===== config.mk =====
export PLATFORM = sky130hd
export DESIGN_NAME = booth_vec_sequencer
export DESIGN_NICKNAME = d
export VERILOG_FILES = /design/src/rtl/booth_vec_sequencer.sv
export SDC_FILE = /design/constraint.sdc
export NUM_CORES = 1
export LEC_CHECK = 0
export CORE_AREA = 2 2 148 150
export DETAILED_ROUTE_END_ITERATION = 7
export DIE_AREA = 0 0 150 152
export GPL_TIMING_DRIVEN = 0
export SYNTH_ARGS = -nofsm -noshare
export SYNTH_HDL_FRONTEND = slang
export SYNTH_SLANG_ARGS = --single-unit

===== constraint.sdc =====
create_clock -name clk -period 2.9 [get_ports clk]
set_input_delay 0.58 -clock clk [delete_from_list [all_inputs] [get_ports clk]]
set_output_delay 0.58 -clock clk [all_outputs]
set_load 0.03 [all_outputs]

===== src/rtl/booth_vec_sequencer.sv =====
// booth_vec_sequencer
// Sequencing controller for a vector multiply. Captures LANES signed operand
// pairs and runs them one lane at a time through a single shared iterative
// radix-2 Booth datapath (one Booth step per clock). Returns the packed vector
// of upper W-bit product halves, i.e. bits [2W-1:W] of each exact signed product.
//
// Per-lane schedule: LOAD (1 cycle), STEP (W cycles), STORE (1 cycle).
// out_valid rises LANES*(W+2) edges after the accept edge.

module booth_vec_sequencer #(
    parameter int LANES = 4,
    parameter int W     = 8,
    localparam int LW   = (LANES > 1) ? $clog2(LANES) : 1
) (
    input  logic                 clk,
    input  logic                 rst_n,
    input  logic                 in_valid,
    output logic                 in_ready,
    input  logic [LANES*W-1:0]   vec_a,
    input  logic [LANES*W-1:0]   vec_b,
    output logic                 out_valid,
    input  logic                 out_ready,
    output logic [LANES*W-1:0]   vec_out,
    output logic                 busy,
    output logic [LW-1:0]        lane_idx
);

    // The step counter must be able to hold W-1.
    localparam int CW = $clog2(W) + 1;

    typedef enum logic [2:0] {
        S_IDLE,
        S_LOAD,
        S_STEP,
        S_STORE,
        S_DONE
    } state_t;

    state_t               state;

    // Captured operands, held for the whole transaction so the issue stage
    // may change vec_a/vec_b freely after the accept edge.
    logic [LANES*W-1:0]   a_reg;
    logic [LANES*W-1:0]   b_reg;

    // Booth datapath: A is one bit wider than the operands so the product is
    // exact even for (-2^(W-1)) * (-2^(W-1)).
    logic [W:0]           acc;
    logic [W-1:0]         q;
    logic                 q_1;
    logic [W:0]           m;
    logic [CW-1:0]        cnt;

    logic [W-1:0]         a_lane;
    logic [W-1:0]         b_lane;
    logic [W:0]           booth_sum;

    assign a_lane = a_reg[lane_idx*W +: W];
    assign b_lane = b_reg[lane_idx*W +: W];

    // Booth add/subtract decision on {Q[0], q_1}, applied before the shift.
    always_comb begin
        // NOTE: default assignment first so every path drives booth_sum and no latch is inferred.
        booth_sum = acc;
        unique case ({q[0], q_1})
            2'b01:   booth_sum = acc + m;
            2'b10:   booth_sum = acc - m;
            default: booth_sum = acc;
        endcase
    end

    // Controller FSM, Booth datapath and registered handshake/status outputs.
    always_ff @(posedge clk) begin
        if (!rst_n) begin
            // NOTE: operand and result registers are cleared too, so nothing from an aborted transaction survives reset.
            state     <= S_IDLE;
            in_ready  <= 1'b1;
            out_valid <= 1'b0;
            busy      <= 1'b0;
            lane_idx  <= '0;
            vec_out   <= '0;
            a_reg     <= '0;
            b_reg     <= '0;
            acc       <= '0;
            q         <= '0;
            q_1       <= 1'b0;
            m         <= '0;
            cnt       <= '0;
        end else begin
            // NOTE: non-blocking assignments throughout, so every register samples pre-edge values.
            unique case (state)
                S_IDLE: begin
                    if (in_valid && in_ready) begin
                        a_reg    <= vec_a;
                        b_reg    <= vec_b;
                        lane_idx <= '0;
                        in_ready <= 1'b0;
                        busy     <= 1'b1;
                        state    <= S_LOAD;
                    end
                end

                S_LOAD: begin
                    acc   <= '0;
                    q     <= b_lane;
                    q_1   <= 1'b0;
                    m     <= {a_lane[W-1], a_lane};
                    cnt   <= '0;
                    state <= S_STEP;
                end

                S_STEP: begin
                    // Arithmetic right shift of {A, Q, q_1} with A's msb replicated.
                    acc <= {booth_sum[W], booth_sum[W:1]};
                    q   <= {booth_sum[0], q[W-1:1]};
                    q_1 <= q[0];
                    cnt <= cnt + CW'(1);
                    if (cnt == CW'(W - 1)) begin
                        state <= S_STORE;
                    end
                end

                S_STORE: begin
                    // A[W-1:0] after the last shift is product bits [2W-1:W].
                    vec_out[lane_idx*W +: W] <= acc[W-1:0];
                    if (lane_idx == LW'(LANES - 1)) begin
                        out_valid <= 1'b1;
                        busy      <= 1'b0;
                        state     <= S_DONE;
                    end else begin
                        lane_idx <= lane_idx + LW'(1);
                        state    <= S_LOAD;
                    end
                end

                S_DONE: begin
                    if (out_ready) begin
                        out_valid <= 1'b0;
                        in_ready  <= 1'b1;
                        lane_idx  <= '0;
                        state     <= S_IDLE;
                    end
                end

                default: begin
                    state <= S_IDLE;
                end
            endcase
        end
    end

endmodule


==> results of run 1 <==
==> worst max-delay path, delay by kind of cell (launching register included) <==
| family | cells | cell delay [ns] |
|---|---|---|
| mux | 1 | 0.35 |
| fa+ha+maj | 2 | 0.44 |
| simple gates | 3 | 0.44 |
| buf+inv | 1 | 0.32 |
| compound gates | 2 | 0.68 |
| flops | 1 | 0.35 |
==> layout make-up <==
class                      count  area, µm²  area share, %
inverter                       9       33.8          0.409
tap                          280        350           4.24
multi-input combinational    530       3330           40.4
sequential                   133       2660           32.3
buffer                        45        213           2.58
timing repair buffer         104       1040           12.6
clock buffer                  17        425           5.15
clock inverter                15        194           2.35
==> through the flow <==
step	worst slack, ns	power, mW	util, %
after detailed placement	0.135	4.11	35.7
after global placement	0.145	4.08	35.7
after CTS	0.121	6.38	38.6
after global routing	0.00739	6.69	38.7
final	0.217	6.34	38.7
after floorplan	0.556	3.55	-
==> worst paths after layout <==
check | slack, ns | start | depth (start not counted) | endpoint
hold reg to reg | 0.45 | a_reg[18]$_SDFFE_PN0P_ | 2 | a_reg[18]$_SDFFE_PN0P_
hold / removal | 0.45 | a_reg[18]$_SDFFE_PN0P_ | 2 | a_reg[18]$_SDFFE_PN0P_
setup / recovery | 0.22 | q[0]$_SDFFE_PN0N_ | 9 | acc[6]$_SDFFE_PN0N_
setup reg to reg | 0.22 | q[0]$_SDFFE_PN0N_ | 9 | acc[6]$_SDFFE_PN0N_
==> power by group through the flow <==
stage | registers (mW) | clock network, mW | logic [mW]
2_1_floorplan | 2.26 | 0 | 1.29
3_3_place_gp | 2.28 | 0 | 1.80
3_5_place_dp | 2.29 | 0 | 1.82
4_1_cts | 2.25 | 2.30 | 1.83
5_1_grt | 2.29 | 2.38 | 2.02
6_report | 2.25 | 2.27 | 1.82
==> repair_timing <==
item | CTS | global route
hold endpoints to repair | 0 | 0
gates resized for setup | 0 | 3
endpoints found under the setup margin | 0 | 17
==> cells by family (layout without fill, tap and decap cells) <==
| logic type | Yosys count | in the layout | share of synthesized area, % |
|---|---|---|---|
| AOI/OAI and AO/OA | 185 | 185 | 20.7 |
| xor gates and xnor gates | 10 | 10 | 1.41 |
| adders and majority gates | 17 | 17 | 3.53 |
| buffers and inverters | 54 | 190 | 3.96 |
| DFF | 133 | 133 | 42.7 |
| muxes | 19 | 19 | 6.27 |
| and+or+nand+nor | 299 | 299 | 21.4 |
==> cells in the mapped netlist (4+ instances only) <==
cell type,count
o21ai_0,21
nand3_1,39
buf_2,12
mux4_2,16
nor2b_1,8
ha_1,16
buf_4,7
xnor2_1,7
a21oi_1,21
nor3_1,9
nor2_1,13
o21a_1,4
dfxtp_1,133
clkbuf_1,23
inv_1,8
o22ai_1,7
nand2_1,198
a21boi_0,53
a21boi_1,54
a22oi_1,5
==> routing by layer <==
layer / track usage, % / vias up
met3: 3.87 / 10
met1: 20.8 / 2481
met2: 24.1 / 122
met4: 3.23 / 0
met5: 0 / -
li1: - / 2740
==> out/results.tsv, run 1 <==
stage	metric	value	unit
route	DR vias	5353	
placed_design	Final HPWL DP	12600	µm
layout	Fill cells	2240	
flow_run	maxcap violations	0	
pwr	NetSw	2.13	mW
route	DR WL met2	7740	µm
pwr	internal power	4.21	mW
placed_design	Port Buffer Count	104	
timing	RSZ-0062 raised after global routing	false	
synthesis	post-synthesis register bit count	133	
critical_path	crit-path cells	ha_1, clkbuf_1, mux2i_2, ha_1, nor2b_1, o31a_1, o41ai_1, nand3_1, and3_1	
timing	Final min period	2.68	ns
route	final wirelength	17000	µm
clock_network	setup bufs post-CTS	0	
timing	period utilization	92.5	%
timing	Hold Vio Cnt, Final	0	
grt	first-pass GRT wire length	27100	µm
synthesis	number of synthesized flops with an enable pin	0	
synthesis	yosys warns	0	
route	number of iterations in the first detailed-routing pass	4	
grt	global route overflow	0	
die	IO Pins	105	
pwr	combinational share of power	28.7	%
critical_path	CP Data Arrival Time	3.01	ns
clock_network	Num CTS Buffers	17	
pwr	clock share of power	35.7	%
route	met1 WL	8320	µm
clock_network	H-Tree Depth	4	
route	Routed WL per cell	15.0	µm
route	DR top layer	met4	
synthesis	asr flop ratio synth	0	%
layout	post-route design area	8250	µm²
route	post-detailed-route count of antenna-violating nets	0	
route	vias per inst	4.72	
critical_path	CP Launch Type	register	
timing	final setup fails	0	
synthesis	Mean Syn Cell Area	8.69	µm²
critical_path	critical path endpoint category	register	
synthesis	Syn Inst Count	717	
critical_path	critical path's slowest cell	o41ai_1	
die	Starting Density	29.2	%
layout	share of cells above drive strength 1	9.61	%
placed_design	Area after DPL	7620	µm²
route	DRT iter0 DRCs	267	
grt	GRT Total Usage	15.2	%
pwr	share of power burned in registers	35.6	%
pwr	leakage power	2.87	nW
critical_path	CP Data Required Time	3.22	ns
synthesis	Mapped Area	6230	µm²
timing	Hold WS	0.452	ns
pwr	switching portion of total power	33.6	%
timing	Worst Skew	0.0166	ns
die	Die Footprint	22800	µm²
synthesis	register area share after synthesis	42.7	%
synthesis	synth top area cells	dfxtp_1 (43%), nand2_1 (12%), a21boi_1 (6.5%)	
synthesis	Yosys cell types	57	
route	WL met3	811	µm
die	Core Rows	54	
layout	total inserted antenna cells	0	
clock_network	Reg clk slew, reported paths	0.06	ns
critical_path	CP Max Fanout	8	
synthesis	area leader, netlist	dfxtp_1	
clock_network	CTS tree	done	
timing	Slew HR	56.5	%
synthesis	Synth top area share	42.7	%
layout	most common cell after layout, fill and taps aside	nand2_1	
route	number of remaining DRC errors	0	
critical_path	crit-path max cell delay	0.41	ns
clock_network	Sink Count	133	
clock_network	Worst-Skew Late Latency	0.43	ns
worst_hold_path	hold crit path type	reg2reg	
clock_network	CTS Hold Bufs	0	
grt	pin count of the biggest net entering global routing	17	
die	width of the die	150	µm
layout	commonest non-fill, non-tap cells in the layout	nand2_1 (198), dfxtp_1 (133), clkdlybuf4s50_1 (104), a21boi_1 (54), a21boi_0 (53)	
timing	setup_tns	0	ns
status	status	complete, no violations	
timing	Fmax achieved	373	MHz
placed_design	Final GP Congestion	0.789	
layout	post-route insts no fill	1133	
synthesis	Main synth FF type	dfxtp_1	
synthesis	Mapped Nets	802	
grt	vias in the first global route	5224	
timing	Slew @ Worst Pin	0.650	ns
layout	nets	925	
clock_network	clock tree root buffer cell	clkbuf_16	
grt	initial antenna violation count	0	
critical_path	Crit path top cell by count	ha_1	
critical_path	CP Class	reg2reg	
timing	Max Slew Vio Count	0	
die	die height	152	µm
clock_network	Max Root-Sink Buffers	2	
placed_design	placed cells	1101	
pwr	Peak supply drop	0.349	mV
layout	area delta synth->final	32.5	%
die	core area	21400	µm²
pwr	Power Dens Cells	768	nW/µm²
Power figures use the tool's default switching activity.
==> run 2: changes to the inputs <==
- GPL_TIMING_DRIVEN: 0 -> unset
==> run 2 against run 1 <==
  * Wire length shrank 10%
  * Register-to-register slack gained 0.20 ns
  * Via count shrank 4.2%
  * Global-route usage shrank 1.3 points
  * Sequential share of layout area grew 0.69 points
  * Critical path depth shrank 1
  * Hold slack lost 0.0031 ns
  * Clock-buffer cell count grew 2
  * Non-clock buffer count shrank 35
  * Core utilization shrank 0.81 points
==> out/results.tsv, run 2 (synthesis results as in run 1) <==
stage	metric	value	unit
status	status	complete, no violations	
critical_path	CP Data Required Time	3.25	ns
clock_network	H-Tree Depth	4	
clock_network	clock tree root buffer cell	clkbuf_16	
flow_run	maxcap violations	0	
timing	Hold Vio Cnt, Final	0	
timing	Fmax achieved	402	MHz
clock_network	CTS tree	done	
layout	nets	890	
grt	GRT Total Usage	13.9	%
critical_path	CP Max Fanout	8	
clock_network	CTS Hold Bufs	0	
worst_hold_path	Worst Hold Endpoint	a_reg[19]$_SDFFE_PN0P_	
critical_path	r2r startpoint	q[0]$_SDFFE_PN0N_	
worst_hold_path	hold crit path type	reg2reg	
route	number of iterations in the first detailed-routing pass	5	
route	post-detailed-route count of antenna-violating nets	0	
layout	commonest non-fill, non-tap cells in the layout	nand2_1 (198), dfxtp_1 (133), clkdlybuf4s50_1 (103), a21boi_1 (54), a21boi_0 (53)	
timing	RSZ-0062 raised after global routing	false	
timing	final setup fails	0	
clock_network	Num CTS Buffers	17	
grt	global route overflow	0	
route	Routed WL per cell	13.9	µm
clock_network	Worst-Skew Late Latency	0.42	ns
timing	Worst Skew	0.0100	ns
die	Die Footprint	22800	µm²
die	IO Pins	105	
critical_path	CP Class	reg2reg	
route	final wirelength	15200	µm
die	Starting Density	29.2	%
timing	Max Slew Vio Count	0	
timing	Final min period	2.49	ns
layout	Final Util	37.8	%
timing	Slew @ Worst Pin	0.671	ns
die	width of the die	150	µm
pwr	Peak supply drop	0.386	mV
critical_path	Worst R2R End	acc[7]$_SDFFE_PN0P_	
layout	total inserted antenna cells	0	
placed_design	Area after DPL	7510	µm²
timing	Slew HR	55.1	%
clock_network	Max Root-Sink Buffers	2	
critical_path	setup slack, reg-to-reg	0.41	ns
placed_design	Final GP Congestion	0.841	
clock_network	Reg clk slew, reported paths	0.06	ns
grt	pin count of the biggest net entering global routing	66	
placed_design	Port Buffer Count	104	
pwr	PnR Total Power	6.00	mW
timing	period utilization	85.7	%
worst_hold_path	hold path depth	2	
pwr	Power Dens Cells	742	nW/µm²
clock_network	Sink Count	133	
grt	initial antenna violation count	1	
die	die height	152	µm
clock_network	setup bufs post-CTS	0	
die	Core Rows	54	
route	DRT iter0 DRCs	263	
grt	vias in the first global route	5004	
route	number of remaining DRC errors	0	
pwr	leakage power	2.77	nW
critical_path	R2R cell count	8	
layout	most common cell after layout, fill and taps aside	nand2_1	
critical_path	CP Data Arrival Time	2.84	ns
timing	setup_tns	0	ns
worst_hold_path	worst hold start	a_reg[19]$_SDFFE_PN0P_	
layout	share of cells above drive strength 1	8.68	%
route	vias per inst	4.67	
layout	post-route design area	8080	µm²
critical_path	critical path endpoint category	register	
layout	area delta synth->final	29.7	%
route	DR vias	5128	
clock_network	post-CTS sizing	0	
critical_path	CP Launch Type	register	
layout	post-route insts no fill	1098	
placed_design	Final HPWL DP	10600	µm
grt	first-pass GRT wire length	25500	µm
placed_design	placed cells	1066	
die	core area	21400	µm²
run 2: cell count changes in the layout (fill, tap and decap cells not counted), sizes merged:
cell / before / now
buf: 20 / 11
bufinv: 3 / 0
clkbuf: 42 / 19
clkdlybuf4s50: 104 / 103
clkinv: 5 / 4
clkinvlp: 2 / 4
run 2: how the worst max path moves through the flow:
stage                                     to  cells past startpoint  slack, ns                startpoint
global placement         acc[6]$_SDFFE_PN0N_                      8       0.46         q[0]$_SDFFE_PN0N_
floorplan           vec_out[16]$_SDFFE_PN0P_                      7       0.56  lane_idx[1]$_SDFFE_PN0P_
finish                   acc[7]$_SDFFE_PN0P_                      8       0.41         q[0]$_SDFFE_PN0N_
global route             acc[7]$_SDFFE_PN0P_                      9       0.21         m[2]$_SDFFE_PN0P_
CTS                      acc[7]$_SDFFE_PN0P_                      8       0.39         q[0]$_SDFFE_PN0N_
detailed placement       acc[7]$_SDFFE_PN0P_                      8       0.40         q[0]$_SDFFE_PN0N_
run 2: layout make-up:
cell class	count	area (µm²)
flip-flops and latches	133	2660
multi-input cells	530	3330
repair buffers	114	1140
fillers	2202	13300
well taps	280	350
clock inverters	13	114
clock buffers	19	453
inverters	9	33.8
run 2: metal layers:
layer	global-route usage [%]	vias to the layer above	wire, µm
met3	3.45	21	675
met5	0	-	13
li1	-	2666	-
met2	20.9	111	6590
met1	19.7	2328	7770
met4	4.04	2	186
run 2: stage by stage:
stage / hold WS [ns] / worst slack, ns
2_1_floorplan: 0.432 / 0.556
3_3_place_gp: 0.438 / 0.460
3_5_place_dp: 0.442 / 0.401
4_1_cts: 0.451 / 0.387
5_1_grt: 0.469 / 0.208
6_report: 0.449 / 0.413
run 2: power by group:
part,internal (mW),total (mW),leakage [nW],switching [mW]
Sequential,2.09,2.28,1.08,0.186
Clock,1.16,2.03,0.267,0.869
Combinational,0.709,1.68,1.42,0.974
run 2: critical path, cell delays in order, from the launching register on:
cell and delay, ns:
dfxtp_1 0.35, ha_1 0.34, mux2i_1 0.19, fa_1 0.49
a211oi_1 0.34, o21ai_0 0.20, nand3_1 0.11, nor3b_1 0.23
mux2i_1 0.19
==> RTL change 1, RTL diff (flow settings as in run 1) <==
Set the parameter `LANES` to 2 (it was 4).
--- a/src/rtl/booth_vec_sequencer.sv
+++ b/src/rtl/booth_vec_sequencer.sv
@@ -9,5 +9,5 @@
 
 module booth_vec_sequencer #(
-    parameter int LANES = 4,
+    parameter int LANES = 2,
     parameter int W     = 8,
     localparam int LW   = (LANES > 1) ? $clog2(LANES) : 1
Ports: changed (resized lane_idx, vec_a, vec_b and vec_out); port bits go from 105 to 56. The function was not compared with the original's and may differ.
==> RTL change 1 against run 1 <==
- sequential share of layout area is 0.98 points higher
- clock skew is 0.0093 ns lower
- via count is 36% lower
- worst setup slack better by 0.0079 ns
- total power is 20% lower
- sequential cell count is 49 lower
- cell count is 27% lower
- wire length is 37% lower
- utilization is 15 points lower
- final area is 39% lower
- synthesized area is 39% lower
- largest cell class unchanged
- largest power group is now combinational cells
==> RTL change 1: results <==
{
  "status": "complete, no violations",
  "final-clk-cell-share": 0.0685,
  "clock_sinks": 84,
  "multi_input_area_share": 0.390,
  "met2_length_um": 4850,
  "cts_made_buffers": 9,
  "slew_headroom": 0.492,
  "period_needed_ns": 2.68,
  "grtUsageTotal": 0.0949,
  "vias": 3441,
  "grt_pass1_vias": 3189,
  "crit_end": "acc[4]",
  "powerClk_mw": 1.32,
  "skew_ns": 0.00734,
  "synth_nets": 524,
  "placed_area_um2": 4710,
  "n_all_buffers": 86,
  "clk_latency_ns": 0.33,
  "finalNonFillerCells": 826,
  "htreeDepth": 3,
  "hold-path-endpoint": "vec_out[13]",
  "crit_family": "multiplexers",
  "seq_area_frac_synth": 0.440,
  "gr-usage-met2": 0.146,
  "start_util": 0.179,
  "use_met3": 0.0225,
  "rr_worst_depth": 10,
  "place_ws_ns": 0.254,
  "whs_ns": 0.454,
  "multi_input_area_um2": 1980,
  "ys_types": 46,
  "power_frac_comb": 0.437,
  "p_leak_nw": 1.72,
  "seq_area_um2": 1680
}
==> RTL change 1: cell count changes after synthesis, sizes merged, moves of 8 or more <==
cell / before / now
nand3: 39 / 4
nand2: 198 / 113
a21boi: 107 / 0
a21oi: 21 / 71
nor2: 15 / 36
mux4: 16 / 0
a211oi: 2 / 10
mux2i: 3 / 16
dfxtp: 133 / 84
o21ai: 22 / 11
buf: 20 / 8
==> RTL change 1: cell families after synthesis <==
| logic type | Yosys count | share of synthesized area |
|---|---|---|
| buffers and inverters | 41 | 0.0432 |
| flip-flops | 84 | 0.440 |
| AO/OA/AOI/OAI | 123 | 0.188 |
| adder cells (fa/ha/maj) | 12 | 0.0412 |
| XOR/XNOR | 9 | 0.0206 |
| AND/OR/NAND/NOR | 186 | 0.211 |
| multiplexers | 21 | 0.0566 |
==> RTL change 1: tightest hold or removal path: stages, from the launching register on <==
cell,delay (ns)
dfxtp_1,0.31
nand2_1,0.05
a21oi_1,0.05
==> RTL change 2, RTL diff (settings of run 1) <==
Made on the original files. The 5 states of `state_t` get a one-hot encoding in 5 bits.
--- a/src/rtl/booth_vec_sequencer.sv
+++ b/src/rtl/booth_vec_sequencer.sv
@@ -29,10 +29,10 @@
     localparam int CW = $clog2(W) + 1;
 
-    typedef enum logic [2:0] {
-        S_IDLE,
-        S_LOAD,
-        S_STEP,
-        S_STORE,
-        S_DONE
+    typedef enum logic [4:0] {
+        S_IDLE  = 5'b00001,
+        S_LOAD  = 5'b00010,
+        S_STEP  = 5'b00100,
+        S_STORE = 5'b01000,
+        S_DONE  = 5'b10000
     } state_t;
 
Formal check against the unedited RTL: same outputs for any inputs over 10 cycles, from zero or initial values and one cycle with rst_n low; not proved beyond that.
==> RTL change 2 against run 1 <==
- wire length shrank 0.96%
- synthesized cell count is the same
- combinational power shrank 31%
- total power shrank 12%
- sequential cell count grew 2
- final area shrank 4.2%
- clock power shrank 8%
- maximum frequency grew 4.3%
- sequential share of layout area grew 1.9 points
- worst setup slack gained 0.11 ns
- synthesized area shrank 4.9%
- die area is the same
- critical path type unchanged
- critical endpoint is now vec_out[19]
- largest power group is now sequential cells
==> RTL change 2: results <==
{
  "antennaDiodeCount": 0,
  "netlist_area_um2": 5920,
  "grt_pass1_vias": 5300,
  "placed_area_um2": 7310,
  "buf_share": 0.155,
  "viasPerCell": 4.76,
  "synth_common_cells": "205 x nand2_1, 135 x dfxtp_1, 123 x a21oi_1",
  "pwr-share-seq": 0.402,
  "ys_types": 47,
  "first_iter_violations": 311,
  "grt_pass1_wl_um": 27300,
  "final_nets": 924,
  "powerClk_mw": 2.08,
  "gp_congestion": 0.807,
  "dp_hpwl_um": 12200,
  "slew_headroom": 0.321,
  "synth_nets": 802,
  "drive_gt1_frac": 0.0845,
  "nClkBuffers": 19,
  "ir_drop_uv": 419,
  "multi_input_gates": 526,
  "seq_area_frac_synth": 0.456,
  "routed_wl_um": 16800,
  "inv_count": 11,
  "cp.arrival_ns": 2.93,
  "synthTopCellsByArea": "dfxtp_1 46%, nand2_1 13%, a21oi_1 10%",
  "vias": 5386,
  "skew_ns": 0.0125,
  "whs_ns": 0.447,
  "critPathMaxStageDelay_ns": 0.48,
  "crit_family": "buffers and inverters",
  "cts_root_buf": "clkbuf_16",
  "grtUsageTotal": 0.153,
  "sw_frac_of_total": 0.318,
  "area_growth_pct": 33.5,
  "r2r_start": "lane_idx[1]",
  "status": "complete, no violations",
  "fillCellCount": 2238,
  "multi_input_area_um2": 3020,
  "drtPass1Iterations": 5,
  "p_leak_nw": 2.68,
  "crit_end": "vec_out[19]",
  "yosys_warnings": 0,
  "rr_worst_depth": 7,
  "cts_resized": 5,
  "seq_area_um2": 2700,
  "p_int_mw": 3.80,
  "place_ws_ns": -0.443,
  "final-clk-cell-share": 0.0717,
  "min-delay-start": "vec_out[20]",
  "path_max_fanout": 10,
  "n_all_buffers": 148,
  "max_freq_mhz": 389,
  "hold-path-endpoint": "vec_out[20]",
  "rrSetupSlack_ns": 0.33,
  "cts_made_buffers": 17,
  "ys_seq_elements": 135,
  "cp_slowest_cell": "nor3b_2"
}
## RTL change 2: cell types whose count changed in the layout (fill, tap and decap cells not counted), moves of 7 or more
cell / before / now
a21boi_1: 54 / 0
a21boi_0: 53 / 0
o21ai_0: 21 / 11
nand2_1: 198 / 205
o22ai_1: 7 / 0
buf_4: 7 / 0
a21oi_1: 21 / 123
nor2_1: 13 / 22
## RTL change 2: kinds of logic (layout without fill, tap and decap cells)
kind of cell	Yosys count	count (layout)	share of synthesized area
AOI/OAI and AO/OA	173	173	0.166
buffers and inverters	56	191	0.0384
adders and majority gates	17	17	0.0372
xor gates and xnor gates	9	9	0.0133
DFF	135	135	0.456
muxes	19	19	0.0661
and+or+nand+nor	308	308	0.222
## RTL change 2: metal layers
layer | GRT usage | wire [µm]
met5 | 0 | 0
met4 | 0.0562 | 263
met3 | 0.0357 | 951
met2 | 0.233 | 7530
met1 | 0.209 | 8090
